$ cat config.mk
export PLATFORM = sky130hd
export DESIGN_NAME = fetch_stage
export DESIGN_NICKNAME = d
export VERILOG_FILES = /design/src/rtl/fetch_stage.sv
export SDC_FILE = /design/constraint.sdc
export NUM_CORES = 1
export LEC_CHECK = 0
export CORE_ASPECT_RATIO = 1.2
export CORE_MARGIN = 5
export CORE_UTILIZATION = 35
export CTS_BUF_LIST = sky130_fd_sc_hd__clkbuf_2 sky130_fd_sc_hd__clkbuf_4 sky130_fd_sc_hd__clkbuf_8
export CTS_CLUSTER_SIZE = 40
export DETAILED_ROUTE_END_ITERATION = 16
export MAX_ROUTING_LAYER = met4
export SYNTH_ARGS = -nofsm -noshare
export SYNTH_HDL_FRONTEND = slang
export SYNTH_SLANG_ARGS = --single-unit
$ cat constraint.sdc
create_clock -name clk -period 6.25 [get_ports clk]
set_input_delay 1.875 -clock clk [delete_from_list [all_inputs] [get_ports clk]]
set_output_delay 1.875 -clock clk [all_outputs]
set_load 0.02 [all_outputs]
$ cat src/rtl/fetch_stage.sv
// fetch_stage: instruction-fetch stage and IF/ID pipeline register.
// Owns the fetch PC and drives a single-outstanding request/response
// instruction-memory port. Feeds instruction, PC and PC+4 to decode.
// Build option: define FETCH_DELAY_SLOT_EN for a MIPS-style branch delay
// slot. When it is undefined, an accepted redirect squashes the wrong-path
// fetch and inserts a bubble.
module fetch_stage #(
    parameter logic [31:0] RESET_PC = 32'h0000_0000
) (
    input  logic        clk,
    input  logic        rst_n,
    input  logic        stallF,
    input  logic        stallD,
    input  logic        redirectD,
    input  logic [31:0] redirect_pcD,
    output logic        imem_req,
    output logic [31:0] imem_addr,
    input  logic        imem_gnt,
    input  logic        imem_rvalid,
    input  logic [31:0] imem_rdata,
    output logic [31:0] pcF,
    output logic [31:0] instrD,
    output logic [31:0] pcD,
    output logic [31:0] pc_plus4D,
    output logic        validD
);

    typedef enum logic [1:0] {
        S_REQ  = 2'd0,
        S_WAIT = 2'd1,
        S_HOLD = 2'd2
    } state_t;

    state_t      state;
    logic [31:0] hold_instr;
`ifdef FETCH_DELAY_SLOT_EN
    logic        pend_vld;
    logic [31:0] pend_pc;
    logic [31:0] next_pc_load;
`else
    logic        kill;
`endif

    logic        stall_any;
    logic        redir_acc;
    logic        gnt_hs;
    logic        rsp_live;
    logic        load_mem;
    logic        load_hold;
    logic        load_if;
    logic        leave_hold;
    logic [31:0] load_instr;
    logic [31:0] pc_plus4F;

    // The fetch address is always the current PC; it only matters while imem_req=1.
    assign imem_addr = pcF;

    // Decode this cycle's events: handshake, usable response, IF/ID load source.
    always_comb begin
        stall_any  = stallF | stallD;
        redir_acc  = redirectD & ~stallD;
        gnt_hs     = (state == S_REQ) & imem_req & imem_gnt;
        pc_plus4F  = pcF + 32'd4;
`ifdef FETCH_DELAY_SLOT_EN
        // Nothing is squashed: every response belongs to the program stream.
        rsp_live   = (state == S_WAIT) & imem_rvalid;
        load_hold  = (state == S_HOLD) & ~stall_any;
        leave_hold = load_hold;
`else
        // A stale (killed) response or one racing a redirect is dropped.
        rsp_live   = (state == S_WAIT) & imem_rvalid & ~kill & ~redir_acc;
        load_hold  = (state == S_HOLD) & ~stall_any & ~redir_acc;
        leave_hold = (state == S_HOLD) & (~stall_any | redir_acc);
`endif
        load_mem   = rsp_live & ~stall_any;
        load_if    = load_mem | load_hold;
        load_instr = (state == S_HOLD) ? hold_instr : imem_rdata;
`ifdef FETCH_DELAY_SLOT_EN
        // The delay-slot load steers the PC to the branch target.
        if (redir_acc) begin
            next_pc_load = redirect_pcD;
        end else if (pend_vld) begin
            next_pc_load = pend_pc;
        end else begin
            next_pc_load = pc_plus4F;
        end
`endif
    end

    // Fetch FSM, PC, redirect bookkeeping and the IF/ID register.
    always_ff @(posedge clk or negedge rst_n) begin
        if (!rst_n) begin
            state      <= S_REQ;
            imem_req   <= 1'b0;
            pcF        <= RESET_PC;
            hold_instr <= 32'h0;
            instrD     <= 32'h0;
            pcD        <= 32'h0;
            pc_plus4D  <= 32'h0;
            validD     <= 1'b0;
`ifdef FETCH_DELAY_SLOT_EN
            pend_vld   <= 1'b0;
            pend_pc    <= 32'h0;
`else
            kill       <= 1'b0;
`endif
        end else begin
            // ---- IF/ID register: hold on stallD, else load or bubble ----
            if (!stallD) begin
                if (load_if) begin
                    instrD    <= load_instr;
                    pcD       <= pcF;
                    pc_plus4D <= pc_plus4F;
                    validD    <= 1'b1;
                end else begin
                    instrD    <= 32'h0;
                    validD    <= 1'b0;
                end
            end

            // ---- fetch FSM; imem_req is registered with the state ----
            case (state)
                S_REQ: begin
                    if (gnt_hs) begin
                        state    <= S_WAIT;
                        imem_req <= 1'b0;
                    end else begin
                        imem_req <= 1'b1;
                    end
                end
                S_WAIT: begin
                    if (imem_rvalid) begin
                        if (rsp_live && stall_any) begin
                            hold_instr <= imem_rdata;
                            state      <= S_HOLD;
                        end else begin
                            state    <= S_REQ;
                            imem_req <= 1'b1;
                        end
                    end
                end
                S_HOLD: begin
                    if (leave_hold) begin
                        state    <= S_REQ;
                        imem_req <= 1'b1;
                    end
                end
                default: begin
                    state    <= S_REQ;
                    imem_req <= 1'b0;
                end
            endcase

            // ---- PC update and redirect tracking ----
`ifdef FETCH_DELAY_SLOT_EN
            if (load_if) begin
                pcF      <= next_pc_load;
                pend_vld <= 1'b0;
            end else if (redir_acc) begin
                pend_vld <= 1'b1;
                pend_pc  <= redirect_pcD;
            end
`else
            if (redir_acc) begin
                pcF <= redirect_pcD;
            end else if (load_if) begin
                pcF <= pc_plus4F;
            end
            // A redirect with a fetch in flight marks its response as stale.
            if (state == S_WAIT && imem_rvalid) begin
                kill <= 1'b0;
            end else if (redir_acc && (gnt_hs || state == S_WAIT)) begin
                kill <= 1'b1;
            end
`endif
        end
    end

endmodule

==> run_results.csv, run 1 <==
group,metric,value,unit
run_status,status,"complete, no violations",
floorplan,num_rows,59,
timing,fmax,235,MHz
route,drtPass1Iterations,5,
power_and_ir_drop,switching_share,0.385,
synthesis,synth.avg_cell_area,9.09,um^2
grt,grt_pass1_vias,6536,
clock_network,cts_hold_buf,0,
clock_network,clock_latency,0.46,ns
layout,area_delta_synth_final,34.6,%
grt,grt_max_degree,120,
grt,grt_usage,0.191,
synthesis,ys_warn_count,0,
route,wire_per_inst,18.2,um
timing,setup_slack,1.99,ns
grt,antenna_found_initial,3,
clock_network,clkSinkCount,163,
worst_setup_path,rrSetupSlack,3.43,ns
clock_network,cts_resized,0,
layout,layout-drive-gt1-share,0.0536,
synthesis,netlist_instances,846,
synthesis,synth_top_area_share,0.530,
timing,worstMarginPinSlew,1.06,ns
placement,postPlaceCellArea,0.00995,mm^2
worst_setup_path,path_cells,"clkdlybuf4s50_1 -> nand2b_1 -> o211ai_1 -> buf_12 -> nor3_1 -> a221o_1",
worst_setup_path,path_delay_family,"buffers and inverters",
route,drtIter0Drc,395,
route,num_vias,6521,
timing,hold_viol_final,0,
placement,dpl.hpwl,16200,um
synthesis,synth_most_common_cell,"nand2_1",
synthesis,synthArstFlopShare,1.00,
worst_setup_path,crit_path_start_kind,"primary input",
route,via_per_inst,5.00,
timing,grt_setup_unrepaired,"false",
synthesis,mappedNetlistNets,922,
power_and_ir_drop,power_frac_seq,0.406,
floorplan,die_height,172,um
placement,post-place-ws,1.53,ns
worst_setup_path,cpMaxStageDelayCell,"clkdlybuf4s50_1",
synthesis,yosys-top-cells-count,"283 x nand2_1, 163 x dfrtp_1, 76 x o21ai_0, 41 x clkbuf_1, 37 x buf_4",
worst_setup_path,critPathCaptureType,"flip-flop",
synthesis,synth_seq_cells,163,
grt,grt_pass1_wl,37300,um
worst_setup_path,crit_required,6.59,ns
synthesis,yosysTopAreaCell,"dfrtp_1",
synthesis,ys_seq_area_frac,0.530,
floorplan,die-area,0.0251,mm^2
timing,slew_viol_final,0,
synthesis,synth_area,0.00769,mm^2
synthesis,synthTopCellsByArea,"dfrtp_1 53%, nand2_1 14%, o21ai_0 4.9%",
clock_network,clockRootBuffer,"clkbuf_8",
placement,port_buffers,232,
route,routed_wl,23700,um
worst_setup_path,crit_buf_inv,2,
floorplan,die_w,145,um
run,cap_violations,0,
clock_network,h-tree-depth,4,
timing,relSlewSlack,0.290,
timing,finalSetupViolCount,0,
min_path,hold_class,"reg -> reg",
timing,period_share,0.681,
floorplan,initial_core_util,0.354,
route,ant_nets,0,
clock_network,clk_pin_slew,0.10,ns
placement,gp_congestion,0.886,
grt,overflow,0,
power_and_ir_drop,p_comb_frac,0.398,
power_and_ir_drop,p_per_area,392,mW/mm^2
power_and_ir_drop,p_int,2.50,mW
clock_network,clk_path_buf_depth,2,
power_and_ir_drop,switching_power,1.57,mW
power_and_ir_drop,vdd_drop_max,0.197,mV
synthesis,synth-edff-count,0,
worst_setup_path,worst-path-max-fanout,119,
synthesis,yosysUniqueCellTypes,49,
timing,finClkSkew,0.0184,ns
power_and_ir_drop,p_leak,4.46,nW
power_and_ir_drop,clkPwrFrac,0.196,
layout,seq_area,0.00408,mm^2
layout,multi_input_area,0.00309,mm^2
floorplan,io_pins,233,
floorplan,fp.coreArea,0.0217,mm^2
clock_network,cts_made_buffers,17,
route,drc,0,
layout,final_area,0.0104,mm^2
clock_network,postCtsSetupBuffers,0,
timing,finalWorstPathRequiredPeriod,4.26,ns
synthesis,ys.flop_type,"dfrtp_1",
timing,setup_tns,0,ns
clock_network,cts_tree,"built",
worst_setup_path,crit_arrival,4.60,ns
worst_setup_path,crit_type,"in -> reg",
worst_setup_path,cpPeakStageDelay,0.91,ns
layout,fin_nets,1090,
layout,fillers,2110,
## logic make-up (layout without fill, tap and decap cells)
kind of cell | after synthesis | count (layout) | share of synthesized area
adders and majority gates | 5 | 5 | 0.00813
xor gates and xnor gates | 28 | 28 | 0.0319
DFF | 163 | 163 | 0.530
and+or+nand+nor | 373 | 373 | 0.206
muxes | 34 | 34 | 0.0444
other | 0 | 3 | 0
AOI/OAI and AO/OA | 141 | 141 | 0.108
buffers and inverters | 102 | 283 | 0.0706
## power groups by stage
| stage | logic (mW) | registers, mW | clock network, mW |
|---|---|---|---|
| after floorplan | 0.647 | 1.89 | 0 |
| after global placement | 1.62 | 1.66 | 0 |
| after detailed placement | 1.64 | 1.67 | 0 |
| after CTS | 1.64 | 1.65 | 0.826 |
| after global routing | 1.75 | 1.70 | 0.872 |
| final | 1.62 | 1.65 | 0.798 |
## flip-flops by register name, summed over array words and instances, names as in the netlist
signal	count
imem_addr	32
pcD	32
state	2
hold_instr	32
kill	1
pc_plus4D	30
validD	1
imem_req	1
instrD	32
## final timing paths
check                                     end    startpoint  cells after the start
worst max-delay path            imem_addr[14]     redirectD                      6
worst min-delay path                  pcD[16]       pcD[16]                      2
worst max register to register  imem_addr[20]  imem_addr[2]                      6
worst min register to register        pcD[16]       pcD[16]                      2
max in group asynchronous           instrD[5]         rst_n                      2
min in group asynchronous             pcD[16]         rst_n                      1
## placed cells by master, fill, tap and decap left out, types with 7 or more instances in the layout
cell	instances
nor2_1	14
inv_1	9
a21oi_1	22
nand2_1	283
mux2i_1	33
and3_1	7
nor4_1	7
clkbuf_8	17
o311ai_0	8
nand3_1	20
nand4_1	12
xor2_1	14
o211ai_1	10
buf_4	9
dfrtp_1	163
xnor2_1	14
a22oi_1	7
clkdlybuf4s50_1	230
o21ai_0	76
nor3_1	8
## stage by stage
step / utilization / cells / power (mW) / hold slack (ns)
2_1_floorplan: - / 846 / 2.54 / 0.445
3_3_place_gp: 0.458 / 1269 / 3.29 / 0.457
3_5_place_dp: 0.458 / 1269 / 3.31 / 0.462
4_1_cts: 0.477 / 1301 / 4.12 / 0.485
5_1_grt: 0.477 / 1304 / 4.33 / 0.493
6_report: 0.477 / 1304 / 4.06 / 0.480
## area by class of cell
type	instances	area share
Timing Repair Buffer	242	0.232
Antenna cell	3	0.000725
Clock inverter	15	0.0163
Sequential cell	163	0.394
Tap cell	274	0.0331
Inverter	9	0.00326
Clock buffer	17	0.0226
Multi-Input combinational cell	581	0.298
## layer usage
metal / global-route usage / wire (um) / vias up / part of all wire
met5: - / 0 / - / 0
met4: 0.0507 / 340 / 0 / 0.014
met3: 0.0553 / 1530 / 27 / 0.064
met2: 0.320 / 11900 / 186 / 0.50
met1: 0.228 / 9940 / 3171 / 0.42
li1: - / - / 3137 / -
## worst min-delay path, cell delays in order (launching register included)
cell     delay [ns]
dfrtp_1        0.35
nand2_1        0.05
nand2_1        0.05
No activity file was read; power rests on OpenSTA's default activity.
==> run 2: changes to the inputs <==
clock period = 4.4 ns   (was 6.25 ns; I/O delays follow)
==> run 2 against run 1 <==
Critical path depth fell by 5; critical path type is now reg -> out; non-clock buffer count rose by 7; count of clock-buffer cells in the layout rose by 1; wire length fell by 1.2%; register-to-register slack got worse by 1.8 ns; die area did not move.
==> run_results.csv, run 2 (same netlist as run 1, synthesis figures left out) <==
group,metric,value,unit
timing,worstMarginPinSlew,1.06,ns
timing,relSlewSlack,0.290,
clock_network,clock_latency,0.46,ns
layout,final_common_cell,"nand2_1",
timing,setup_tns,0,ns
worst_setup_path,worst-path-max-fanout,11,
floorplan,initial_core_util,0.354,
worst_setup_path,cpPeakStageDelay,0.69,ns
timing,finClkSkew,0.0126,ns
route,wire_per_inst,17.9,um
floorplan,io_pins,233,
clock_network,h-tree-depth,4,
worst_setup_path,cpMaxStageDelayCell,"clkdlybuf4s50_1",
power_and_ir_drop,p_per_area,554,mW/mm^2
run_status,status,"complete, no violations",
route,via_per_inst,5.03,
clock_network,clkSinkCount,163,
timing,hold_viol_final,0,
layout,finish.utilization,0.480,
placement,port_buffers,232,
power_and_ir_drop,vdd_drop_max,0.313,mV
worst_setup_path,path_cells,"clkdlybuf4s50_1",
layout,finalNonFillerCells,1311,
route,drtIter0Drc,337,
placement,postPlaceCellArea,0.0100,mm^2
timing,setup_slack,1.33,ns
worst_setup_path,critPathCaptureType,"output port",
placement,post-place-ws,1.01,ns
layout,final_cell_mix,"283 x nand2_1, 230 x clkdlybuf4s50_1, 163 x dfrtp_1",
power_and_ir_drop,finalPower,5.77,mW
run,cap_violations,0,
clock_network,postCtsSetupBuffers,0,
floorplan,fp.coreArea,0.0217,mm^2
timing,finalSetupViolCount,0,
timing,holdWs,0.482,ns
grt,grt_max_degree,91,
power_and_ir_drop,p_leak,4.50,nW
timing,grt_setup_unrepaired,"false",
min_path,hold_class,"reg -> reg",
layout,layout-drive-gt1-share,0.0600,
clock_network,cts_tree,"built",
floorplan,die_w,145,um
worst_setup_path,crit_buf_inv,1,
route,drtPass1Iterations,5,
grt,grt_pass1_wl,36600,um
grt,grt_usage,0.188,
clock_network,cts_hold_buf,0,
clock_network,clk_pin_slew,0.09,ns
grt,grt_pass1_vias,6530,
worst_setup_path,path_delay_family,"buffers and inverters",
route,ant_nets,0,
timing,slew_viol_final,0,
placement,placed_cells,1276,
placement,gp_congestion,0.911,
layout,area_delta_synth_final,35.4,%
layout,final_area,0.0104,mm^2
worst_setup_path,crit_path_start_kind,"flip-flop",
grt,antenna_found_initial,3,
clock_network,clockRootBuffer,"clkbuf_8",
floorplan,die_height,172,um
layout,fin_nets,1097,
worst_setup_path,crit_type,"reg -> out",
timing,finalWorstPathRequiredPeriod,3.07,ns
route,num_vias,6600,
clock_network,cts_resized,0,
route,routed_wl,23500,um
timing,period_share,0.698,
floorplan,num_rows,59,
worst_setup_path,crit_arrival,1.75,ns
clock_network,clk_path_buf_depth,2,
grt,overflow,0,
clock_network,cts_made_buffers,17,
route,drc,0,
timing,fmax,325,MHz
worst_setup_path,crit_required,3.08,ns
floorplan,die-area,0.0251,mm^2
placement,dpl.hpwl,16800,um
[run 2: cell types whose count changed in the layout (fill, tap and decap cells not counted), sizes merged]
cell / before / now
inv: 15 / 13
clkinvlp: 3 / 4
buf: 12 / 19
clkbuf: 17 / 18
[run 2: power breakdown]
group          internal, mW  total [mW]  switching, mW
Sequential             1.97        2.35          0.377
Clock                 0.519        1.12          0.602
Combinational          1.06        2.30           1.23
[run 2: worst register-to-register path, cell delays in order, from the launching register on]
cell	delay, ns
dfrtp_1	0.56
ha_1	0.35
nand3_1	0.22
nor4_1	0.95
nand2_1	0.23
o211ai_1	0.21
o311ai_0	0.15
[run 2: area by class of cell]
cell class / count / area [um^2]
Inverter: 9 / 33.8
Sequential cell: 163 / 4080
Timing Repair Buffer: 249 / 2470
Clock inverter: 14 / 155
Fill cell: 2102 / 11300
Antenna cell: 3 / 7.51
Clock buffer: 18 / 241
Multi-Input combinational cell: 581 / 3090
Tap cell: 274 / 343
[run 2: routing by layer]
layer	vias to the layer above	global-route usage	routed length [um]
li1	3163	-	-
met4	0	0.0694	592
met1	3179	0.229	9890
met2	221	0.308	11500
met3	37	0.0425	1440
met5	-	-	0
[run 2: path summary, 6_finish.rpt]
path                                 from        endpoint  slack [ns]  cells after the start
min reg2reg                hold_instr[22]  hold_instr[22]        0.48                      2
max in group asynchronous           rst_n      instrD[29]        2.60                      2
max reg2reg                  imem_addr[2]   imem_addr[20]        1.59                      6
max                         imem_addr[20]   imem_addr[20]        1.33                      1
min in group asynchronous           rst_n   pc_plus4D[13]        0.86                      1
min                        hold_instr[22]  hold_instr[22]        0.48                      2
==> run 3: changes to the inputs <==
clock period = 2.9 ns   (was 4.4 ns; I/O delays follow)
==> run 3 against run 2 <==
Sequential power grew 51%; first-iteration DRC count grew 37%; critical endpoint is now pcF[31]; wire length grew 0.78%; clock skew is essentially flat; final area grew 1.7%; register-to-register slack lost 0.89 ns; setup slack lost 1.1 ns; combinational power grew 56%.
==> run_results.csv, run 3 (same netlist as run 1, synthesis figures left out) <==
group,metric,value,unit
run_status,status,"complete, no violations",
layout,final_area,0.0106,mm^2
floorplan,initial_core_util,0.354,
timing,hold_viol_final,0,
worst_setup_path,crit_buf_inv,1,
worst_setup_path,crit_start,"imem_addr[31]",
grt,grt_max_degree,53,
layout,final_common_cell,"nand2_1",
clock_network,cts_tree,"built",
clock_network,clockRootBuffer,"clkbuf_8",
route,ant_nets,0,
floorplan,die_height,172,um
worst_setup_path,endpoint,"pcF[31]",
clock_network,clkSinkCount,163,
grt,grt_pass1_wl,36800,um
layout,final_cell_mix,"283 x nand2_1, 230 x clkdlybuf4s50_1, 163 x dfrtp_1",
worst_setup_path,rrSetupSlack,0.70,ns
power_and_ir_drop,vdd_drop_max,0.426,mV
timing,fmax,379,MHz
clock_network,cts_hold_buf,0,
floorplan,num_rows,59,
timing,finClkSkew,0.0126,ns
grt,antenna_found_initial,2,
power_and_ir_drop,p_per_area,825,mW/mm^2
clock_network,cts_resized,0,
timing,period_share,0.910,
route,drtIter0Drc,463,
timing,worstMarginPinSlew,0.700,ns
worst_setup_path,path_delay_family,"buffers and inverters",
worst_setup_path,worst_r2r_endpoint,"imem_addr[30]",
timing,slew_viol_final,0,
worst_setup_path,r2r-start,"imem_addr[14]",
placement,dpl.hpwl,17200,um
floorplan,fp.coreArea,0.0217,mm^2
worst_setup_path,critPathCaptureType,"output port",
timing,setup_tns,0,ns
placement,gp_congestion,0.875,
power_and_ir_drop,p_leak,4.61,nW
worst_setup_path,crit_type,"reg -> out",
route,routed_wl,23600,um
clock_network,cts_made_buffers,17,
worst_setup_path,worst-path-max-fanout,7,
clock_network,clk_pin_slew,0.09,ns
floorplan,die-area,0.0251,mm^2
clock_network,clk_path_buf_depth,2,
clock_network,postCtsSetupBuffers,0,
timing,finalSetupViolCount,0,
min_path,hold_class,"in -> async",
layout,fin_nets,1116,
timing,holdWs,0.368,ns
grt,grt_pass1_vias,6404,
route,wire_per_inst,17.8,um
worst_setup_path,crit_arrival,1.77,ns
clock_network,clock_latency,0.45,ns
timing,finalWorstPathRequiredPeriod,2.64,ns
floorplan,io_pins,233,
timing,grt_setup_unrepaired,"false",
run,cap_violations,0,
floorplan,die_w,145,um
grt,overflow,0,
worst_setup_path,cpMaxStageDelayCell,"clkdlybuf4s50_1",
layout,finish.utilization,0.488,
placement,port_buffers,232,
worst_setup_path,crit_cells,1,
worst_setup_path,reg2regPathDepth,5,
route,via_per_inst,4.99,
clock_network,h-tree-depth,4,
placement,postPlaceCellArea,0.0102,mm^2
worst_setup_path,cpPeakStageDelay,0.70,ns
worst_setup_path,crit_path_start_kind,"flip-flop",
layout,layout-drive-gt1-share,0.0769,
worst_setup_path,path_cells,"clkdlybuf4s50_1",
route,drtPass1Iterations,5,
route,num_vias,6628,
timing,relSlewSlack,0.529,
worst_setup_path,crit_required,2.03,ns
power_and_ir_drop,finalPower,8.74,mW
grt,grt_usage,0.190,
route,drc,0,
layout,area_delta_synth_final,37.7,%
## run 3: cell count changes in the layout (fill, tap and decap cells not counted), sizes merged
cell    change
clkbuf      +1
bufinv      -1
diode       -1
buf        +19
## run 3: routing by layer
metal	track usage	share of wire	wire length [um]	vias up
met3	0.0527	0.067	1580	32
met5	-	0	0	-
met2	0.304	0.50	11900	238
met4	0.0673	0.024	558	0
met1	0.233	0.41	9650	3168
li1	-	-	-	3190
## run 3: worst min path at each step
| stage | depth (start not counted) | end | startpoint |
|---|---|---|---|
| floorplan | 2 | hold_instr[0] | hold_instr[0] |
| global placement | 2 | hold_instr[1] | hold_instr[1] |
| detailed placement | 2 | pc_plus4D[3] | pc_plus4D[3] |
| CTS | 1 | pcD[16] | rst_n |
| global route | 1 | pcD[17] | rst_n |
| finish | 1 | pcD[16] | rst_n |
## run 3: final cells by class
class                   count  area (um^2)
inverters                   9         33.8
fillers                  2119        11100
well taps                 274          343
diodes                      2         5.00
multi-input cells         581         3090
repair buffers            268         2660
flip-flops and latches    163         4080
clock inverters            13          126
clock buffers              19          255
## run 3: per-stage QoR
stage	instances	worst slack [ns]
after floorplan	846	0.546
after global placement	1295	0.128
after detailed placement	1295	0.114
after CTS	1327	0.214
after global routing	1329	0.206
final	1329	0.261
## run 3: where the power goes
part,internal (mW),switching [mW]
clock network,0.724,0.898
registers,3.00,0.540
logic,1.67,1.91
total,5.39,3.35
